<file path="src/rtl/sram_arbiter_pkg.sv">
// Shared constants for the SRAM arbiter: bus widths and the arbiter FSM encoding.
package sram_arbiter_pkg;

    localparam int ADDRESS_LEN       = 32;
    localparam int REGISTER_FILE_LEN = 32;

    typedef enum logic [1:0] {
        ARB_IDLE  = 2'd0,
        ARB_ISSUE = 2'd1,
        ARB_WAIT  = 2'd2,
        ARB_DONE  = 2'd3
    } arb_state_t;

endpackage

</file>
<file path="src/rtl/sram_arb_picker.sv">
// Combinational port selector for the SRAM arbiter.
// SRAM_ARB_ROUND_ROBIN_EN selects round-robin tie-breaking; otherwise port 0 has fixed priority.
module sram_arb_picker (
    input  logic [1:0] req,
    input  logic       pri_port,
    output logic       grant_valid,
    output logic       grant_port
);

    assign grant_valid = |req;

`ifdef SRAM_ARB_ROUND_ROBIN_EN
    // pri_port names the port that wins a tie; a lone requester always wins.
    assign grant_port = (&req) ? pri_port : ~req[0];
`else
    logic unused_pri_port;
    assign unused_pri_port = pri_port;
    assign grant_port      = ~req[0];
`endif

endmodule

</file>
<file path="src/rtl/sram_arbiter.sv">
// Two-port arbiter/sequencer in front of a single SRAM controller.
// Optional SRAM_ARB_ROUND_ROBIN_EN enables round-robin arbitration between the ports.
module sram_arbiter
    import sram_arbiter_pkg::*;
#(
    parameter int ADDR_W = ADDRESS_LEN,
    parameter int DATA_W = REGISTER_FILE_LEN
) (
    input  logic              clk,
    input  logic              rst,
    input  logic              req0_read,
    input  logic              req0_write,
    input  logic [ADDR_W-1:0] req0_addr,
    input  logic [DATA_W-1:0] req0_wdata,
    output logic [DATA_W-1:0] req0_rdata,
    output logic              req0_done,
    input  logic              req1_read,
    input  logic              req1_write,
    input  logic [ADDR_W-1:0] req1_addr,
    input  logic [DATA_W-1:0] req1_wdata,
    output logic [DATA_W-1:0] req1_rdata,
    output logic              req1_done,
    output logic              mem_read_en,
    output logic              mem_write_en,
    output logic [ADDR_W-1:0] mem_address,
    output logic [DATA_W-1:0] mem_write_data,
    input  logic [DATA_W-1:0] mem_read_data,
    input  logic              mem_ready,
    output logic              grant
);

    arb_state_t              state_reg, state_next;
    logic [ADDR_W-1:0]       addr_reg;
    logic [DATA_W-1:0]       wdata_reg;
    logic                    op_read_reg;
    logic                    grant_reg;
    logic [1:0]              req_vec;
    logic                    pick_valid, pick_port, pri_port;
    logic                    take_grant, capture;
    logic [1:0]              done_vec;
    logic [1:0][DATA_W-1:0]  rdata_bus;

    assign req_vec    = {req1_read | req1_write, req0_read | req0_write};
    assign take_grant = (state_reg == ARB_IDLE) && pick_valid;
    assign capture    = (state_reg == ARB_WAIT) && mem_ready && op_read_reg;

    sram_arb_picker u_picker (
        .req         (req_vec),
        .pri_port    (pri_port),
        .grant_valid (pick_valid),
        .grant_port  (pick_port)
    );

`ifdef SRAM_ARB_ROUND_ROBIN_EN
    // Holds the port that wins the next tie: the one not granted last.
    logic pri_reg;
    always_ff @(posedge clk or negedge rst) begin
        if (!rst)
            pri_reg <= 1'b0;
        else if (take_grant)
            pri_reg <= ~pick_port;
    end
    assign pri_port = pri_reg;
`else
    assign pri_port = 1'b0;
`endif

    always_ff @(posedge clk or negedge rst) begin
        if (!rst)
            state_reg <= ARB_IDLE;
        else
            state_reg <= state_next;
    end

    always_comb begin
        state_next = state_reg;
        case (state_reg)
            ARB_IDLE:  if (pick_valid) state_next = ARB_ISSUE;
            ARB_ISSUE: state_next = ARB_WAIT;
            ARB_WAIT:  if (mem_ready) state_next = ARB_DONE;
            ARB_DONE:  state_next = ARB_IDLE;
            default:   state_next = ARB_IDLE;
        endcase
    end

    // Read wins when a port raises both read and write.
    always_ff @(posedge clk or negedge rst) begin
        if (!rst) begin
            addr_reg    <= '0;
            wdata_reg   <= '0;
            op_read_reg <= 1'b0;
            grant_reg   <= 1'b0;
        end else if (take_grant) begin
            addr_reg    <= pick_port ? req1_addr  : req0_addr;
            wdata_reg   <= pick_port ? req1_wdata : req0_wdata;
            op_read_reg <= pick_port ? req1_read  : req0_read;
            grant_reg   <= pick_port;
        end
    end

    generate
        for (genvar gi = 0; gi < 2; gi++) begin : gen_port
            logic [DATA_W-1:0] rdata_reg;
            always_ff @(posedge clk or negedge rst) begin
                if (!rst)
                    rdata_reg <= '0;
                else if (capture && (grant_reg == 1'(gi)))
                    rdata_reg <= mem_read_data;
            end
            assign rdata_bus[gi] = rdata_reg;
            assign done_vec[gi]  = (state_reg == ARB_DONE) && (grant_reg == 1'(gi));
        end
    endgenerate

    assign req0_rdata     = rdata_bus[0];
    assign req1_rdata     = rdata_bus[1];
    assign req0_done      = done_vec[0];
    assign req1_done      = done_vec[1];
    assign mem_read_en    = (state_reg == ARB_ISSUE) && op_read_reg;
    assign mem_write_en   = (state_reg == ARB_ISSUE) && !op_read_reg;
    assign mem_address    = addr_reg;
    assign mem_write_data = wdata_reg;
    assign grant          = grant_reg;

endmodule
</file>
<file path="config.mk">
export PLATFORM = sky130hd
export DESIGN_NAME = sram_arbiter
export DESIGN_NICKNAME = d
export VERILOG_FILES = /design/src/rtl/sram_arbiter_pkg.sv /design/src/rtl/sram_arb_picker.sv /design/src/rtl/sram_arbiter.sv
export SDC_FILE = /design/constraint.sdc
export NUM_CORES = 1
export LEC_CHECK = 0
export ABC_AREA = 1
export CAP_MARGIN = 40
export CORE_MARGIN = 5
export CORE_UTILIZATION = 35
export DETAILED_ROUTE_END_ITERATION = 10
export GPL_TIMING_DRIVEN = 1
export PLACE_DENSITY_LB_ADDON = 0.12
export SLEW_MARGIN = 10
export SYNTH_ARGS = -nofsm -noshare
export SYNTH_HDL_FRONTEND = slang
export SYNTH_SLANG_ARGS = --single-unit
</file>
<file path="constraint.sdc">
create_clock -name clk -period 1.7 [get_ports clk]
set_input_delay 0.34 -clock clk [delete_from_list [all_inputs] [get_ports clk]]
set_output_delay 0.34 -clock clk [all_outputs]
set_load 0.1 [all_outputs]
</file>
# Word-level counts from Yosys, hierarchy flattened
# Cells that the tools add are included.
[totals]
regBits = 132
input_bits = 167
out_inout_bits = 133
wordCells = 35
[op_classes]
eq_ne = 5
muxes = 6
n_bitwise = 4
reduce_logical = 13
[ops]
columns = ["op", "count"]
rows = [
  ["$mux 32", 2],
  ["$logic_and 1x1->1", 9],
  ["$pmux 2 s4", 1],
  ["$eq 2x2->1 const B", 2],
  ["$mux 2", 2],
  ["$ne 2x2->1 const B", 2],
  ["$eq 2x1->1 const B", 1],
  ["$logic_not 2->1", 1],
  ["$not 1->1", 2],
  ["$or 1x1->1", 2],
  ["$reduce_and 2->1", 1],
  ["$reduce_or 2->1", 1],
  ["$logic_not 1->1", 1],
  ["$mux 1", 1],
]

# Depth between registers and ports, before layout
[logic_depth]
word_depth = 4
ltp_mapped = 8
mapped_depth_nobuf = 7

# Cells and area by module
# From an unflattened synthesis, not the netlist that was laid out.
[hier_totals]
cells_unflattened = 801
hier_area_um2 = 6024.5
[by_module_without_submodules]
columns = ["mod", "n_inst", "cells_per_inst", "area_each_um2"]
rows = [
  ["sram_arbiter", 1, 798, 6010.8],
  ["sram_arb_picker", 1, 3, 13.8],
]

# Least setup slack after synthesis
# Ideal clock, no wire load.
[synth_path]
kind = "reg-to-output"
start = "reg grant_reg, in the netlist grant"
end = "out req0_done"
arrival_ns = 2.189
required_time_ns = 1.360
setup_slack_ns = -0.829
stages_incl_launch_ff = 2
n_path_buf = 0
cell_sequence = "dfrtp_1 nor2_1"
[synth_between]
elab_chain_cells = 2
[synth_rtl]
columns = ["item", "line_no", "source"]
rows = [
  ["start, declared", "sram_arbiter.sv:36", "logic grant_reg;"],
  ["start signal, assigned", "sram_arbiter.sv:97", "grant_reg <= pick_port;"],
  ["$not 1->1", "sram_arbiter.sv:111", "assign done_vec[gi] = (state_reg == ARB_DONE) && (grant_reg == 1'(gi));"],
  ["$logic_and 1x1->1", "sram_arbiter.sv:111", ""],
  ["end, declared", "sram_arbiter.sv:16", "output logic req0_done,"],
]
# Every way passes these cells.

# Worst setup path after layout
[layout_path]
start = "reg state_reg[0]"
end = "out req1_done"
[layout_between]
elab_chain_cells = 2
[layout_rtl]
columns = ["item", "line_no", "source"]
rows = [
  ["start, declared", "sram_arbiter.sv:32", "arb_state_t state_reg, state_next;"],
  ["start signal, assigned", "sram_arbiter.sv:72", "state_reg <= state_next;"],
  ["$eq 2x2->1", "sram_arbiter.sv:111", ""],
  ["$logic_and 1x1->1", "sram_arbiter.sv:111", ""],
  ["end, declared", "sram_arbiter.sv:22", "output logic req1_done,"],
]
# Every way passes these cells.

==> metrics.txt <==
status=finished with violations; failing checks=setup timing; Root Buffer=clkbuf_16; Max-slew headroom=74.8%; clock-pin slew on the worst setup and hold paths=60 ps; die area=19900 um^2; RSZ-0062 raised after global routing=true; core box area=17100 um^2; crit path time final=1760 ps; Hold WC Path Type=in -> async; Final Hold Viols=0; FF+latch count, synth=132; sequential cell area=3310 um^2; fin nets=1228; Cell variety after synth=19; Tot GR Track Use=20.2%; worst slew pin tran=379 ps; WHS=324 ps; setup violators final=4; DRC=0; # rows=48; Sinks on Clock Net=132; initial antenna violation count=0; CTS tree=built; CTS Buffer Depth=2; FF-to-FF End=op_read_reg$_DFFE_PN0P_; Post-Syn Instances=763; First DRT Iteration DRCs=235; fin worst setup slack=-59.0 ps; Max Slew Vio Count=0; Antenna Cells=0; area of the multi-input gates=2310 um^2; critical path data arrival time=1420 ps; total grt overflow=0; skew final=8.83 ps; vias=5909; DP Wirelength=14700 um; largest net degree at the start of global routing=68; Max Fclk=569 MHz; sequential area share after synthesis=54.9%; final worst-path cycle share=103%; worst r2r src=state_reg[1]$_DFFE_PN0P_; CTS Buf Count=17; Syn Std Cell Area=6020 um^2; H-tree depth=4; Synthesis Warnings=0; die height=141 um; share of layout cells above drive strength 1=19.5%; syn_nets=934; met3 GRT Util=6.34%; IO Count=300; MaxCap Viol Count=0; critical path type=reg -> out; clock latency on the worst-skew pair=420 ps; Starting Density=35.3%; First-pass DRT Iterations=4; global-route track usage on met1=24.2%; IO Port Bufs=299; synthesized area per cell=7.89 um^2; Avg Vias per Cell=4.56; Post-Route WL=20000 um; Worst R2R Setup Slack=60 ps; GRT met2 Usage=33.8%; wire length of the first global-routing pass=31400 um; CP max FO=3; fill count=1414; Most Crowded Layer GR=met2; CP Capture Type=output pin; global placement routability congestion=0.774; startpoint types=register; vias in the first global route=5918; CP Data Required Time=1360 ps; DR WL/cell=15.5 um; final antenna-violating net count=0; Die Wd=141 um; Worst Reg-to-Reg Cells=7; Syn-to-layout area delta=86.9%
[cells in the mapped netlist (all sizes together)]
library cell	instances	area [um^2]
dfrtp	132	3300
or2	1	6.26
o21ai	129	646
inv	42	158
nand3	3	15.0
buf	26	215
clkbuf	20	75.1
nor2	6	32.5
a21oi	2	10.0
ha	4	50.1
nand2	398	1510
[what timing repair did]
item / in CTS / in global routing
hold buffers: 1 / 0
resized for setup: 4 / 9
endpoints found under the setup margin: 4 / 14
pin swaps: 0 / 1
endpoints found under the hold margin: 44 / 0
setup buffers: 3 / 1
[layout make-up]
| class | count | area share (%) |
|---|---|---|
| clock inverter | 15 | 1.40 |
| inverter | 42 | 1.43 |
| clock buffer | 17 | 3.78 |
| sequential | 132 | 29.4 |
| tap | 225 | 2.50 |
| multi-input combinational | 543 | 20.5 |
| timing repair buffer | 321 | 41.0 |
[worst max-delay path, stage by stage (launching register included)]
cell	delay, ps
dfrtp_2	440
ha_2	220
nand2_2	80
clkinvlp_4	90
buf_12	170
[cells by family after synthesis]
family                     count (synthesis)  share of synthesized area, %
AOI/OAI and AO/OA                        131                          10.9
adders and majority gates                  4                         0.831
buffers and inverters                     88                          7.44
DFF                                      132                          54.9
and+or+nand+nor                          408                          26.0
[per-stage QoR]
stage          util, %  instances  worst slack (ps)  instance area (um^2)  setup TNS, ps
4_1_cts           65.8       1294             -62.9                 11200           -125
3_3_place_gp      62.1       1258             -46.3                 10600           -241
6_report          66.0       1295             -59.0                 11200           -126
2_1_floorplan        -        763               111                  6040              0
5_1_grt           66.0       1295              -108                 11200           -478
3_5_place_dp      62.1       1258             -62.6                 10600           -972
[worst max-delay path by stage]
stage / from / end / slack, ps / depth (start not counted)
after floorplan: grant$_DFFE_PN0P_ / req1_done / 110 / 2
final: state_reg[0]$_DFFE_PN0P_ / req1_done / -60 / 4
after CTS: state_reg[1]$_DFFE_PN0P_ / mem_write_en / -60 / 5
after detailed placement: req1_read / op_read_reg$_DFFE_PN0P_ / -60 / 6
after global placement: req1_read / op_read_reg$_DFFE_PN0P_ / -50 / 6
after global routing: state_reg[0]$_DFFE_PN0P_ / req1_done / -110 / 4
[metal layers]
metal  share of wire (%)  vias to the layer above
met4                 2.3                        0
met2                  50                      212
li1                    -                     2950
met3                 8.6                       29
met1                  39                     2718
met5                   0                        -
[layout by cell type (no fill, tap or decap)]
master and n:
nand2_1 393, clkdlybuf4s50_1 163, buf_12 143, dfrtp_1 130, o21ai_0 127, inv_1 36
clkbuf_16 17, buf_4 10, inv_2 5, nor2_4 4, nand2_2 4, clkinvlp_4 4
clkinv_4 4, clkinv_2 4, nand3_1 3, nor2_1 2, o21ai_1 2, a21oi_1 2
ha_1 2, bufinv_16 2, dfrtp_2 2, buf_6 2, buf_2 2, nand2_4 1
or2_2 1, ha_4 1, ha_2 1, inv_8 1, inv_6 1, dlygate4sd3_1 1
Power is left out: the tool's default activity adds up to more than one toggle a clock period on the data nets, which glitch-free logic cannot reach.
